### src/rtl/rps_input_frontend_if.sv
// Pushbutton-to-GameController bundle for the rock/paper/scissors input
// front end: raw bouncing buttons in, clean held choice and lock pulse out.
interface rps_input_frontend_if;
  logic raw_rock;
  logic raw_paper;
  logic raw_scissors;
  logic raw_lock;
  logic rock_button;
  logic paper_button;
  logic scissors_button;
  logic stop_signal;
  logic locked;

  modport master (
    output raw_rock, raw_paper, raw_scissors, raw_lock,
    input  rock_button, paper_button, scissors_button, stop_signal, locked
  );

  modport slave (
    input  raw_rock, raw_paper, raw_scissors, raw_lock,
    output rock_button, paper_button, scissors_button, stop_signal, locked
  );
endinterface

### src/rtl/rps_input_frontend.sv
// Input front end for the RPS game: synchronizes and debounces four raw
// pushbuttons, then holds a one-hot choice that is frozen by a lock-in
// press. The FSM acts on the debounced value being written on the same
// edge, so a clean press reaches the choice outputs 2+DEBOUNCE_CYCLES
// edges after the raw edge. Bit order everywhere: 0 rock, 1 paper,
// 2 scissors, 3 lock.
module rps_input_frontend #(
  parameter int DEBOUNCE_CYCLES = 4
) (
  input logic            clock,
  input logic            reset_button,
  rps_input_frontend_if.slave bus
);

  localparam logic [7:0] DB_LIMIT_C = 8'(DEBOUNCE_CYCLES);

  typedef enum logic [2:0] {
    ST_IDLE    = 3'd0,
    ST_ARMED   = 3'd1,
    ST_LOCKED  = 3'd2,
    ST_RELEASE = 3'd3
  } state_t;

  logic [3:0] raw_s;
  logic [3:0] sync1_r;
  logic [3:0] sync2_r;
  logic [3:0] deb_r;
  logic [3:0] deb_nxt_s;
  logic [7:0] cnt_r     [4];
  logic [7:0] cnt_nxt_s [4];
  state_t     state_r;
  logic [2:0] choice_r;
  logic       stop_r;
  logic       locked_r;
  logic       sel_valid_s;
  logic       lock_rise_s;

  // Exactly one of rock/paper/scissors is a selection; none or several is not.
  function automatic logic one_hot3(input logic [2:0] v);
    one_hot3 = (v == 3'b001) || (v == 3'b010) || (v == 3'b100);
  endfunction

  assign raw_s = {bus.raw_lock, bus.raw_scissors, bus.raw_paper, bus.raw_rock};

  // Two-flop synchronizer per raw button.
  always_ff @(posedge clock or negedge reset_button) begin
    if (!reset_button) begin
      sync1_r <= 4'b0000;
      sync2_r <= 4'b0000;
    end else begin
      sync1_r <= raw_s;
      sync2_r <= sync1_r;
    end
  end

  // Debounce next-state: count disagreeing samples, flip level on reaching the limit.
  always_comb begin
    deb_nxt_s = deb_r;
    for (int i = 0; i < 4; i++) begin
      cnt_nxt_s[i] = 8'd0;
      if (sync2_r[i] == deb_r[i]) begin
        cnt_nxt_s[i] = 8'd0;
      end else if ((cnt_r[i] + 8'd1) == DB_LIMIT_C) begin
        deb_nxt_s[i] = sync2_r[i];
        cnt_nxt_s[i] = 8'd0;
      end else begin
        cnt_nxt_s[i] = cnt_r[i] + 8'd1;
      end
    end
  end

  // Debounced levels and their stability counters.
  always_ff @(posedge clock or negedge reset_button) begin
    if (!reset_button) begin
      deb_r <= 4'b0000;
      for (int i = 0; i < 4; i++) begin
        cnt_r[i] <= 8'd0;
      end
    end else begin
      deb_r <= deb_nxt_s;
      for (int i = 0; i < 4; i++) begin
        cnt_r[i] <= cnt_nxt_s[i];
      end
    end
  end

  assign sel_valid_s = one_hot3(deb_nxt_s[2:0]);
  assign lock_rise_s = deb_nxt_s[3] & ~deb_r[3];

  // Selection/lock FSM with registered choice, stop pulse and locked flag.
  always_ff @(posedge clock or negedge reset_button) begin
    if (!reset_button) begin
      state_r  <= ST_IDLE;
      choice_r <= 3'b000;
      stop_r   <= 1'b0;
      locked_r <= 1'b0;
    end else begin
      stop_r <= 1'b0;
      case (state_r)
        ST_IDLE: begin
          locked_r <= 1'b0;
          if (sel_valid_s) begin
            choice_r <= deb_nxt_s[2:0];
            state_r  <= ST_ARMED;
          end else begin
            choice_r <= 3'b000;
          end
        end
        ST_ARMED: begin
          // Lock beats a simultaneous selection change: the old choice is frozen.
          if (lock_rise_s) begin
            stop_r   <= 1'b1;
            locked_r <= 1'b1;
            state_r  <= ST_LOCKED;
          end else if (sel_valid_s) begin
            choice_r <= deb_nxt_s[2:0];
          end else begin
            choice_r <= choice_r;
          end
        end
        ST_LOCKED: begin
          locked_r <= 1'b1;
          if (!deb_nxt_s[3]) begin
            state_r <= ST_RELEASE;
          end else begin
            state_r <= ST_LOCKED;
          end
        end
        ST_RELEASE: begin
          if (deb_nxt_s == 4'b0000) begin
            choice_r <= 3'b000;
            locked_r <= 1'b0;
            state_r  <= ST_IDLE;
          end else begin
            locked_r <= 1'b1;
          end
        end
        default: begin
          state_r  <= ST_IDLE;
          choice_r <= 3'b000;
          stop_r   <= 1'b0;
          locked_r <= 1'b0;
        end
      endcase
    end
  end

  assign bus.rock_button     = choice_r[0];
  assign bus.paper_button    = choice_r[1];
  assign bus.scissors_button = choice_r[2];
  assign bus.stop_signal     = stop_r;
  assign bus.locked          = locked_r;

endmodule

### src/flat_wrapper.sv
// flat-port wrapper written by rule: the top's interface ports become plain ports
module rps_input_frontend_flat 
#(
  parameter int DEBOUNCE_CYCLES = 4
)
  (clock, reset_button, bus_raw_rock, bus_raw_paper, bus_raw_scissors, bus_raw_lock, bus_rock_button, bus_paper_button, bus_scissors_button, bus_stop_signal, bus_locked);
  rps_input_frontend_if bus_i ();
  input logic clock;
  input logic reset_button;
  input wire logic [$bits(bus_i.raw_rock)-1:0] bus_raw_rock;
  input wire logic [$bits(bus_i.raw_paper)-1:0] bus_raw_paper;
  input wire logic [$bits(bus_i.raw_scissors)-1:0] bus_raw_scissors;
  input wire logic [$bits(bus_i.raw_lock)-1:0] bus_raw_lock;
  output wire logic [$bits(bus_i.rock_button)-1:0] bus_rock_button;
  output wire logic [$bits(bus_i.paper_button)-1:0] bus_paper_button;
  output wire logic [$bits(bus_i.scissors_button)-1:0] bus_scissors_button;
  output wire logic [$bits(bus_i.stop_signal)-1:0] bus_stop_signal;
  output wire logic [$bits(bus_i.locked)-1:0] bus_locked;
  assign bus_i.raw_rock = bus_raw_rock;
  assign bus_i.raw_paper = bus_raw_paper;
  assign bus_i.raw_scissors = bus_raw_scissors;
  assign bus_i.raw_lock = bus_raw_lock;
  assign bus_rock_button = bus_i.rock_button;
  assign bus_paper_button = bus_i.paper_button;
  assign bus_scissors_button = bus_i.scissors_button;
  assign bus_stop_signal = bus_i.stop_signal;
  assign bus_locked = bus_i.locked;
  rps_input_frontend #(.DEBOUNCE_CYCLES(DEBOUNCE_CYCLES)) u_core (.clock(clock), .reset_button(reset_button), .bus(bus_i));
endmodule
### config.mk
export PLATFORM = sky130hd
export DESIGN_NAME = rps_input_frontend_flat
export DESIGN_NICKNAME = d
export VERILOG_FILES = /design/src/rtl/rps_input_frontend_if.sv /design/src/rtl/rps_input_frontend.sv /design/src/flat_wrapper.sv
export SDC_FILE = /design/constraint.sdc
export NUM_CORES = 1
export LEC_CHECK = 0
export ABC_AREA = 0
export CORE_UTILIZATION = 50
export DETAILED_ROUTE_END_ITERATION = 8
export PLACE_DENSITY = 0.72
export SYNTH_ARGS = -nofsm -noshare
export SYNTH_HDL_FRONTEND = slang
export SYNTH_SLANG_ARGS = --single-unit
### constraint.sdc
create_clock -name clock -period 2.7 [get_ports clock]
set_input_delay 0.27 -clock clock [delete_from_list [all_inputs] [get_ports clock]]
set_output_delay 0.27 -clock clock [all_outputs]
set_load 0.05 [all_outputs]
==> flow_metrics.env, run 1 <==
export IMPL_wire_per_inst_um=14.3
export IMPL_dr_pass1_iters=4
export IMPL_antenna_cells=0
export IMPL_place_congestion=0.749
export IMPL_placed_cell_area_um2=2580
export IMPL_vias_per_cell=5.43
export IMPL_powerDensity_nw_per_um2=942
export IMPL_ys_seq_elements=51
export IMPL_h_tree_depth=2
export IMPL_drcViolationCount=0
export IMPL_synthFlopType="dfrtp_1"
export IMPL_cp_arrival_ps=2820
export IMPL_final_cell_mix="dfrtp_1 (51), nor2_1 (34), nand3_1 (16)"
export IMPL_status="completed"
export IMPL_fin_skew_ps=5.54
export IMPL_final_layout_size_suffix_gt1_share_pct=14.9
export IMPL_syn_to_final_growth_pct=16.2
export IMPL_critPathMaxFanout=8
export IMPL_grt_max_degree=29
export IMPL_die_x_um=71.0
export IMPL_synthArstFlopShare_pct=100
export IMPL_grt_pass1_wl_um=7270
export IMPL_core_area_um2=4470
export IMPL_crit_type="register to register"
export IMPL_fmax_mhz=380
export IMPL_ys_seq_area_share_pct=53.5
export IMPL_syn_nets=229
export IMPL_grt_pass1_vias=1630
export IMPL_drt_initial_drc_count=72
export IMPL_fin_crit_ps=2630
export IMPL_grt_overflow=0
export IMPL_start_util_pct=53.3
export IMPL_hpwl_um=2860
export IMPL_finalHoldViolations=0
export IMPL_ir_drop_uv=617
export IMPL_ant_nets=0
export IMPL_clockRootBuffer="clkbuf_8"
export IMPL_rsz0062_at_grt="no"
export IMPL_start_kind="register"
export IMPL_worstHoldPathType="input pin to async pin"
export IMPL_fin_hold_ws_ps=277
export IMPL_wl_um=4180
export IMPL_ios=11
export IMPL_fin_crit_sh_pct=97.4
export IMPL_dieArea_um2=5050
export IMPL_cts_sinks=51
export IMPL_io_buffer_count=10
export IMPL_ys_types=40
export IMPL_worstSetupEndpointType="register"
export IMPL_maxCapViolCount=0
export IMPL_cts_buffers=5
export IMPL_clkTransAtPathRegs_ps=90
export IMPL_final_setup_viol_count=0
export IMPL_cts_tree="yes"
export IMPL_drv_slew=0
export IMPL_clk_latency_ps=300
export IMPL_cp_required_ps=2890
export IMPL_syn_avg_cell_area_um2=11.1
export IMPL_worstReg2RegStart="u_core.cnt_r[8]"
export IMPL_max_slew_margin_pct=49.3
export IMPL_vias=1591
export IMPL_layout_commonest_cell="dfrtp_1"
export IMPL_grtUsageTotal_pct=18.9
export IMPL_startpoint="u_core.cnt_r[8]"
export IMPL_worst_slew_pin_slew_ps=755
export IMPL_antenna_found_initial=0
export IMPL_fin_area_um2=2770
export IMPL_max_clock_path_buffers=2
export IMPL_yosysWarningCount=0
export IMPL_die_h_um=71.0
export IMPL_synth_edf_count=0
export IMPL_syn_inst=215
export IMPL_leakagePower_nw=1.28
export IMPL_num_nets_final=254
export IMPL_synth_area_um2=2380
export IMPL_row_count=24
## routing by layer
metal  GRT usage [%]  share of wire (%)  up-vias
li1                -                  -      782
met1            23.4                 47      781
met2            31.0                 48       21
met3            5.41                3.4        7
met4            8.22                2.0        0
met5               0                  0        -
## worst paths after layout
| kind | slack (ps) | to | cells after the start |
|---|---|---|---|
| worst max register to register | 70 | u_core.state_r[1] | 8 |
| worst min register to register | 350 | u_core.sync2_r[1] | 0 |
| min in group clock | 350 | u_core.sync2_r[1] | 0 |
| worst max-delay path | 70 | u_core.state_r[1] | 8 |
| worst min-delay path | 280 | u_core.cnt_r[25] | 2 |
| max in group asynchronous | 1890 | u_core.cnt_r[6] | 3 |
## power breakdown
part,internal [W],switching (W),leakage (nW),total (W)
Clock,0.000300,0.000247,0.0612,0.000547
Sequential,0.000902,0.000108,0.671,0.00101
Combinational,0.000461,0.000592,0.549,0.00105
Total,0.00166,0.000947,1.28,0.00261
## logic make-up after synthesis
| logic type | Yosys count | synth area share, % |
|---|---|---|
| xor gates and xnor gates | 28 | 10.3 |
| muxes | 8 | 4.41 |
| DFF | 51 | 53.5 |
| adders and majority gates | 8 | 4.20 |
| and+or+nand+nor | 89 | 19.4 |
| buffers and inverters | 11 | 2.05 |
| AOI/OAI and AO/OA | 20 | 6.09 |
## state kept, by name, indices dropped and copies added, names as in the netlist
| signal | flops |
|---|---|
| u_core.sync1_r | 4 |
| u_core.deb_r | 4 |
| u_core.cnt_r | 32 |
| u_core.choice_r | 3 |
| u_core.sync2_r | 4 |
| u_core.state_r | 2 |
| u_core.bus.stop_signal | 1 |
| u_core.bus.locked | 1 |
## stage by stage
step / TNS (ps) / setup slack, ps / cells / utilization (%) / power (W)
after global placement: -23.1 / -8.94 / 282 / 57.7 / 0.00198
after global routing: 0 / 3.14 / 293 / 61.9 / 0.00277
after floorplan: 0 / 76.4 / 215 / - / 0.00176
final: 0 / 71.0 / 293 / 61.9 / 0.00261
after CTS: 0 / 8.87 / 293 / 61.5 / 0.00261
after detailed placement: -368 / -112 / 282 / 57.7 / 0.00200
## worst max-delay path, cell delays in order (launching register included)
cell and delay, ps:
dfrtp_1 370, ha_2 180, or4b_4 480, o31a_1 300, a31o_4 270, nor2_4 130
a31oi_2 140, a211o_1 340, mux2_4 300
## cell usage after synthesis (2+ instances only)
cell type | number | share of area [%]
a211o_1 | 2 | 0.74
a21oi_1 | 8 | 1.7
and2_1 | 2 | 0.52
and3_1 | 9 | 2.4
dfrtp_1 | 51 | 54
ha_1 | 8 | 4.2
inv_1 | 9 | 1.4
mux2_1 | 3 | 1.4
mux2i_1 | 2 | 0.84
nand2_1 | 5 | 0.79
nand3_1 | 16 | 3.4
nand4_1 | 2 | 0.52
nor2_1 | 34 | 5.4
nor2b_1 | 5 | 1.3
nor3_1 | 6 | 1.3
nor4_1 | 2 | 0.52
or2_2 | 2 | 0.52
xnor2_1 | 15 | 5.5
xor2_1 | 13 | 4.8
## area by class of cell
type	count	area (um^2)
clock buffer	6	82.6
timing repair buffer	20	173
fill	339	1700
multi-input combinational	153	1100
inverter	9	33.8
clock inverter	2	35.0
tap	52	65.1
sequential	51	1280
## what timing repair did
action | 4_1_cts | 5_1_grt
buffers inserted | 2 | 0
endpoints found under the hold margin | 23 | 0
pin swaps | 4 | 2
endpoints found under the setup margin | 4 | 5
hold buffers | 1 | 0
resized for setup | 5 | 4
(Power assumes the default switching activity.)
==> run 2: changes to the inputs <==
--- a/config.mk
+++ b/config.mk
@@ -9,6 +9,7 @@
 export CORE_UTILIZATION = 50
 export DETAILED_ROUTE_END_ITERATION = 8
 export PLACE_DENSITY = 0.72
+export SLEW_MARGIN = 25
 export SYNTH_ARGS = -nofsm -noshare
 export SYNTH_HDL_FRONTEND = slang
 export SYNTH_SLANG_ARGS = --single-unit
==> constraint.sdc (replaced) <==
create_clock -name clock -period 2.3 [get_ports clock]
set_input_delay 0.23 -clock clock [delete_from_list [all_inputs] [get_ports clock]]
set_output_delay 0.23 -clock clock [all_outputs]
set_load 0.05 [all_outputs]
==> flow_metrics.env, run 2 (same netlist as run 1, synthesis figures left out) <==
export IMPL_status="finished, violations left"
export IMPL_violations="setup timing"
export IMPL_slowest_delay_ps=460
export IMPL_final_setup_viol_count=6
export IMPL_die_x_um=71.0
export IMPL_clockRootBuffer="clkbuf_8"
export IMPL_fin_crit_sh_pct=114
export IMPL_cp_cell_sequence="ha_2 > or4b_4 > o31a_1 > a31o_4 > buf_12 > nor3_4 > a21oi_2 > a211o_1 > mux2_4"
export IMPL_final_cells=326
export IMPL_core_area_um2=4470
export IMPL_final_cell_mix="dfrtp_1 (51), buf_4 (39), nor2_1 (32)"
export IMPL_worstSetupEndpointType="register"
export IMPL_crit_type="register to register"
export IMPL_startpoint="u_core.cnt_r[9]"
export IMPL_wl_um=4570
export IMPL_io_buffer_count=10
export IMPL_fin_area_um2=3090
export IMPL_hpwl_um=3060
export IMPL_largest_reg_flops=32
export IMPL_place_congestion=0.825
export IMPL_start_kind="register"
export IMPL_dieArea_um2=5050
export IMPL_cts_sinks=51
export IMPL_multi_input_area_um2=1170
export IMPL_grtUsageTotal_pct=19.7
export IMPL_setup_tns_ps=-1590
export IMPL_die_h_um=71.0
export IMPL_max_clock_path_buffers=2
export IMPL_cts_buffers=5
export IMPL_grt_pass1_vias=1763
export IMPL_cp_arrival_ps=2820
export IMPL_h_tree_depth=2
export IMPL_clkTransAtPathRegs_ps=80
export IMPL_regMostFlops="u_core.cnt_r"
export IMPL_dr_pass1_iters=4
export IMPL_final_layout_size_suffix_gt1_share_pct=26.6
export IMPL_maxCapViolCount=0
export IMPL_grt_overflow=0
export IMPL_layout_commonest_cell="dfrtp_1"
export IMPL_fin_skew_ps=3.80
export IMPL_ff_latch_area_um2=1280
export IMPL_numPlacedInstances=309
export IMPL_worst_path_max_delay_cell="or4b_4"
export IMPL_ant_nets=0
export IMPL_ir_drop_uv=857
export IMPL_worst_slew_pin_slew_ps=657
export IMPL_finalHoldViolations=0
export IMPL_num_nets_final=287
export IMPL_placed_cell_area_um2=2810
export IMPL_wire_per_inst_um=14.0
export IMPL_antenna_found_initial=0
export IMPL_reg2regPathDepth=9
export IMPL_ios=11
export IMPL_leakagePower_nw=1.46
export IMPL_row_count=24
export IMPL_critPathMaxFanout=6
export IMPL_fmax_mhz=380
export IMPL_worstHoldPathType="input pin to async pin"
export IMPL_powerDensity_nw_per_um2=1090
export IMPL_grt_pass1_wl_um=7630
export IMPL_cp_required_ps=2490
export IMPL_drt_initial_drc_count=71
export IMPL_reg2reg_slack_ps=-330
export IMPL_vias=1701
export IMPL_clk_latency_ps=300
export IMPL_cts_tree="yes"
export IMPL_rsz0062_at_grt="yes"
export IMPL_grt_max_degree=28
export IMPL_drcViolationCount=0
export IMPL_syn_to_final_growth_pct=29.5
export IMPL_worst_slack_ps=-329
export IMPL_nFillCells=340
export IMPL_antenna_cells=0
export IMPL_max_slew_margin_pct=55.9
export IMPL_r2r_end="u_core.state_r[1]"
export IMPL_vias_per_cell=5.22
export IMPL_finalPower_w=0.00336
export IMPL_start_util_pct=53.3
export IMPL_worstReg2RegStart="u_core.cnt_r[9]"
export IMPL_dp_slack_ps=-474
export IMPL_fin_crit_ps=2630
export IMPL_drv_slew=0
[run 2: stage by stage]
stage | utilization [%] | hold slack, ps
2_1_floorplan | - | -65.6
3_3_place_gp | 62.8 | 92.2
3_5_place_dp | 62.8 | 86.5
4_1_cts | 68.0 | 301
5_1_grt | 69.0 | 303
6_report | 69.0 | 304
[run 2: worst max-delay path by stage]
stage | to | slack [ps] | cells past startpoint
floorplan | u_core.choice_r[0] | -290 | 9
global placement | u_core.choice_r[0] | -400 | 8
detailed placement | u_core.choice_r[2] | -470 | 8
CTS | u_core.choice_r[2] | -280 | 9
global route | u_core.state_r[1] | -410 | 9
finish | u_core.state_r[1] | -330 | 9
[run 2: final cells by class]
cell class | count | share of cell area (%)
multi-input combinational | 153 | 37.9
tap | 52 | 2.11
clock buffer | 8 | 3.24
timing repair buffer | 53 | 14.3
sequential | 51 | 41.3
inverter | 9 | 1.09
[run 2: per-layer routing]
metal | vias to the layer above | track usage [%] | share of wire [%]
li1 | 853 | - | -
met1 | 815 | 24.8 | 46
met2 | 27 | 33.7 | 50
met3 | 6 | 5.27 | 2.8
met4 | 0 | 5.78 | 1.6
met5 | - | 0 | 0
[run 2: report_power, final]
| group | internal, W | switching, W |
|---|---|---|
| combinational | 0.000775 | 0.000856 |
| clock | 0.000275 | 0.000271 |
| sequential | 0.00106 | 0.000121 |
| total | 0.00211 | 0.00125 |
[run 2: critical path, delay by kind of cell (launching register included)]
| kind | cells | cell delay (ps) |
|---|---|---|
| AO/OA/AOI/OAI | 4 | 890 |
| flip-flops | 1 | 360 |
| AND/OR/NAND/NOR | 2 | 630 |
| adder cells (fa/ha/maj) | 1 | 180 |
| multiplexers | 1 | 310 |
| buffers and inverters | 1 | 150 |
[run 2: what timing repair did]
| action | 4_1_cts | 5_1_grt |
|---|---|---|
| endpoints found under the hold margin | 7 | 0 |
| hold buffers | 1 | 0 |
| setup buffers | 6 | 2 |
| gates resized for setup | 12 | 6 |
| endpoints found under the setup margin | 6 | 6 |
| pin swaps | 11 | 3 |
==> run 3: changes to the inputs <==
--- a/config.mk
+++ b/config.mk
@@ -9,6 +9,7 @@
 export CORE_UTILIZATION = 50
 export DETAILED_ROUTE_END_ITERATION = 8
 export PLACE_DENSITY = 0.72
+export SKIP_LAST_GASP = 1
 export SLEW_MARGIN = 25
 export SYNTH_ARGS = -nofsm -noshare
 export SYNTH_HDL_FRONTEND = slang
==> results of run 3 <==
No change in the layout: final DEF, timing and power equal those of run 2.
==> RTL edit 1, RTL diff (config.mk and constraints of run 3) <==
Re-encode `state_t` (4 states) as Gray code, 2 bits wide.
--- a/src/rtl/rps_input_frontend.sv
+++ b/src/rtl/rps_input_frontend.sv
@@ -16,7 +16,7 @@
 
-  typedef enum logic [2:0] {
-    ST_IDLE    = 3'd0,
-    ST_ARMED   = 3'd1,
-    ST_LOCKED  = 3'd2,
-    ST_RELEASE = 3'd3
+  typedef enum logic [1:0] {
+    ST_IDLE    = 2'b00,
+    ST_ARMED   = 2'b01,
+    ST_LOCKED  = 2'b11,
+    ST_RELEASE = 2'b10
   } state_t;
Behaviour: same outputs for any inputs over 10 cycles, from zero or initial values and one cycle with reset_button low; not proved beyond that.
==> RTL edit 1 against run 3 <==
  * Critical endpoint is now u_core.choice_r[1]$_DFFE_PN0P_
  * Cell area shrank 0.61%
  * Critical path type unchanged
  * Sequential cell count is the same
  * Total power shrank 7.1%
  * Largest cell class unchanged
  * Largest power group unchanged
  * Die area shrank 0.21%
  * The run still ends with setup timing left
  * Area after synthesis shrank 0.21%
  * Non-clock buffer count grew 7
  * Routed wire length shrank 8.9%
  * Worst setup slack lost 0.25 ns
==> RTL edit 1: results (changes against run 3) <==
* CP max stage delay at 0.55 ns (+0.09 ns)
* Placed cell count at 320 (+3.6%)
* Internal cell power at 0.002024 W (-4.0%)
* Lkg Pwr at 1.476 nW (+0.95%)
* Post-Synth Adder-Cell Area at 0.04734 (+0.005349)
* Synth top area cells: dfrtp_1, xnor2_1, nor2_1
* Worst Tran Pin Value at 0.6728 ns (+0.01578 ns)
* Synth top cells by count: dfrtp_1, nor2_1, nand3_1, xnor2_1, xor2_1
* Compound-Gate Fraction of Synth Area at 0.07154 (+0.01065)
* Via count at 1705 (+0.24%)
* Worst slack, placed at -0.6430 ns (-0.1691 ns)
* Max Clock Skew at 0.004915 ns (+0.001117 ns)
* Placed inst area at 2909 µm² (+3.5%)
* Worst VDD drop at 0.0005071 V (-41%)
* Status: finished with violations
* Hold crit path type: flop to flop
* Synth unique cells at 41 (+2.5%)
* Sequential area share after synthesis at 0.5366 (+0.001127)
* First-pass GRT wire length at 7.638 mm (about the same)
* Mux contribution to synthesized area at 0.03104 (-0.01306)
* Starting DRC count in detailed routing at 39 (-45%)
* Count of non-filler cells in the finished layout at 332 (+1.8%)
* Clk_lat worst skew at 0.30 ns (about the same)
* Worst r2r path cells at 7 (-2)
* Gpl congestion at 0.7564 (-8.4%)
* Vias in the first global route at 1773 (+0.57%)
* CP top delay family: simple AND/OR/NAND/NOR gates
* Nets at 294 (+2.4%)
* Layout fillers at 354 (+4.1%)
* Drt total wl at 4.163 mm (-8.9%)
* Failing checks: setup timing
* Final Setup Violations at 6 (unchanged)
* Gate Count Post-Synth at 214 (-0.47%)
* Critical Path Slowest Stage Cell: or4_4
* Final setup margin at -0.5783 ns (-0.2498 ns)
* WP data arrival at 3.07 ns (+0.25 ns)
[RTL edit 1: changes by cell type after synthesis, sizes merged, moves of 2 or more]
cell,change
or4,+2
a31oi,-2
a2111oi,-2
nand2,+5
or3,+2
nor3,-2
inv,-2
o21ai,+3
a21oi,-5
nor2,-4
nor4,-2
[RTL edit 1: path summary, 6_finish.rpt]
| path | slack, ns | to | startpoint |
|---|---|---|---|
| max | -0.58 | u_core.choice_r[1]$_DFFE_PN0P_ | u_core.cnt_r[7]$_DFF_PN0_ |
| min | 0.35 | u_core.sync2_r[1]$_DFF_PN0_ | u_core.sync1_r[1]$_DFF_PN0_ |
| max reg2reg | -0.58 | u_core.choice_r[1]$_DFFE_PN0P_ | u_core.cnt_r[7]$_DFF_PN0_ |
| min reg2reg | 0.35 | u_core.sync2_r[1]$_DFF_PN0_ | u_core.sync1_r[1]$_DFF_PN0_ |
| max in group asynchronous | 1.30 | u_core.deb_r[3]$_DFF_PN0_ | reset_button |
| min in group asynchronous | 0.41 | u_core.choice_r[0]$_DFFE_PN0P_ | reset_button |
[RTL edit 1: power by group through the flow]
stage	Combinational (W)	Sequential (W)	Clock, W
after floorplan	0.000772	0.00122	0
after global placement	0.00127	0.00117	0
after detailed placement	0.00130	0.00117	0
after CTS	0.00142	0.00116	0.000507
after global routing	0.00163	0.00117	0.000540
final	0.00148	0.00116	0.000483
[RTL edit 1: layer usage]
metal	vias up	global-route usage	routed length (µm)
met4	0	0.06667	53
met3	7	0.04701	97
li1	867	-	-
met1	816	0.2401	1856
met2	15	0.3408	2155
met5	-	0	0
[RTL edit 1: cells by family (layout without fill, tap and decap cells)]
logic type / after synthesis / in the layout
xor gates and xnor gates: 28 / 28
muxes: 7 / 7
and+or+nand+nor: 90 / 90
AOI/OAI and AO/OA: 20 / 20
adders and majority gates: 9 / 9
buffers and inverters: 9 / 75
DFF: 51 / 51
[RTL edit 1: area by class of cell]
| type | instances | area [µm²] | share of cell area |
|---|---|---|---|
| flip-flops and latches | 51 | 1276 | 0.4160 |
| multi-input cells | 154 | 1139 | 0.3711 |
| repair buffers | 60 | 480.5 | 0.1566 |
| clock buffers | 7 | 76.32 | 0.02488 |
| well taps | 52 | 65.06 | 0.02121 |
| inverters | 7 | 26.28 | 0.008564 |
| clock inverters | 1 | 5.005 | 0.001631 |
[RTL edit 1: what timing repair did]
| item | CTS | global route |
|---|---|---|
| hold endpoints to repair | 20 | 0 |
| hold buffers | 1 | 0 |
| endpoints found under the setup margin | 6 | 6 |
| gates cloned | 0 | 0 |
| setup buffers | 3 | 0 |
| resized for setup | 5 | 5 |
| pin swaps | 2 | 1 |
==> RTL edit 2, RTL diff (settings of run 3) <==
Made on the original files. Make the reset (`reset_button`) synchronous in 3 clocked blocks.
--- a/src/rtl/rps_input_frontend.sv
+++ b/src/rtl/rps_input_frontend.sv
@@ -45,3 +45,3 @@
   // Two-flop synchronizer per raw button.
-  always_ff @(posedge clock or negedge reset_button) begin
+  always_ff @(posedge clock) begin
     if (!reset_button) begin
@@ -72,3 +72,3 @@
   // Debounced levels and their stability counters.
-  always_ff @(posedge clock or negedge reset_button) begin
+  always_ff @(posedge clock) begin
     if (!reset_button) begin
@@ -90,3 +90,3 @@
   // Selection/lock FSM with registered choice, stop pulse and locked flag.
-  always_ff @(posedge clock or negedge reset_button) begin
+  always_ff @(posedge clock) begin
     if (!reset_button) begin
Behaviour: differs if reset_button is asserted again (counterexample within 10 cycles, from zero or initial values and one cycle with reset_button low); with reset_button held inactive, the same outputs for 10 cycles.
==> RTL edit 2 against run 3 <==
  * Routed wire length decreased by 24%
  * Worst setup slack improved by 0.54 ns
  * Highest routed layer unchanged
  * Critical path type unchanged
  * Area after synthesis decreased by 6.6%
  * Critical endpoint is now u_core.choice_r[1]$_SDFFE_PN0P_
  * Cell area decreased by 20%
  * Worst hold slack improved by 0.13 ns
  * Sequential cell count unchanged
Power is not compared: it rests on default switching activity, and its combinational part moved more than twofold at a synthesized area within 25%.
==> RTL edit 2: results (changes against run 3) <==
* Worst r2r path cells at 7 (-2)
* Share of cells above drive strength 1 at 0.09127 (-0.1752)
* Met2 global-route usage at 0.2819 (-0.05468)
* Compound-Gate Fraction of Synth Area at 0.07532 (+0.01443)
* CTS resizes at 0 (-12)
* Starting DRC count in detailed routing at 63 (-11%)
* Worst hold slack at 0.4376 ns (+0.1340 ns)
* Pin count of the biggest net entering global routing at 17 (-39%)
* Lkg Pwr at 0.9729 nW
* Rel. slew slack at 0.6348 (+0.07596)
* CP max stage delay at 0.43 ns (-0.03 ns)
* Mux contribution to synthesized area at 0.03429 (-0.009806)
* Hold crit path type: flop to flop
* DR vias/cell at 5.036 (-3.5%)
* Site Rows at 23 (-4.2%)
* First-pass GRT wire length at 5.906 mm (-23%)
* Layout fillers at 386 (+14%)
* Placed cell count at 294 (-4.9%)
* Startpoint of the worst-slack reg-to-reg timing path: u_core.cnt_r[0][2]$_SDFF_PP0_
* Post-Synth Adder-Cell Area at 0.05059 (+0.008595)
* Area occupied by multi-input gates at 1159 µm² (-1.1%)
* Reported sequential group power at 0.000896 W
* WP data arrival at 2.28 ns (-0.54 ns)
* Drt total wl at 3.476 mm (-24%)
* Critical Path Slowest Stage Cell: o41ai_4
* Syn nets at 254 (+11%)
* Final Setup Violations at 0 (-6)
* Max FO, Critical Path at 7 (+1)
* Worst setup path end: u_core.choice_r[1]$_SDFFE_PN0P_
* Power consumption at 0.001487 W
* Root buf cell: clkbuf_8
* Synth top area cells: dfxtp_1, nor2_1, xor2_1
* Xor-xnor portion of the synthesized cell area at 0.1220 (+0.01909)
* Avg Synthesized Cell Area at 9.313 µm² (-16%)
* TritonCTS Buffers at 5 (unchanged)
* Dpl hpwl at 2.489 mm (-19%)
* Total track usage at 0.1709 (-0.02633)
* Synth top cells by count: dfxtp_1, nor2_1, nand3_1
* Synth unique cells at 33 (-18%)
* Gpl congestion at 0.8224 (-0.36%)
* Status: finished, final reports clean
* Tcrit/Tclk final at 0.9092 (-0.2337)
* GR Util met3 at 0.04934 (-0.003364)
* Max Clock Skew at 0.006700 ns (+0.002902 ns)
* Worst reg2reg setup slack at 0.21 ns (+0.54 ns)
* Sequential area share after synthesis at 0.4587 (-0.07675)
* Via count at 1521 (-11%)
* Most flop-heavy register: u_core.cnt_r
* Async SR Flop Fraction at 0 (-1.000)
* Setup Buffers After CTS at 0 (-6)
* Vias in the first global route at 1436 (-19%)
==> RTL edit 2: cell count changes after synthesis, sizes merged, moves of 6 or more <==
| cell | run 3 | this run |
|---|---|---|
| dfrtp | 51 | 0 |
| dfxtp | 0 | 51 |
| nand2 | 5 | 16 |
| and2 | 2 | 12 |
| a21oi | 8 | 0 |
| nor2 | 35 | 41 |
| nor3 | 7 | 1 |
| o21ai | 1 | 7 |
==> RTL edit 2: layout make-up <==
class | instances | share of cell area
Sequential cell | 51 | 0.4111
Timing Repair Buffer | 11 | 0.04332
Tap cell | 50 | 0.02519
Inverter | 8 | 0.01209
Clock buffer | 7 | 0.03879
Multi-Input combinational cell | 174 | 0.4665
Clock inverter | 1 | 0.003023
==> RTL edit 2: layer usage <==
| metal | share of wire | routed length, µm |
|---|---|---|
| met5 | 0 | 0 |
| met4 | 0.017 | 58 |
| met3 | 0.026 | 91 |
| met2 | 0.45 | 1567 |
| met1 | 0.51 | 1758 |
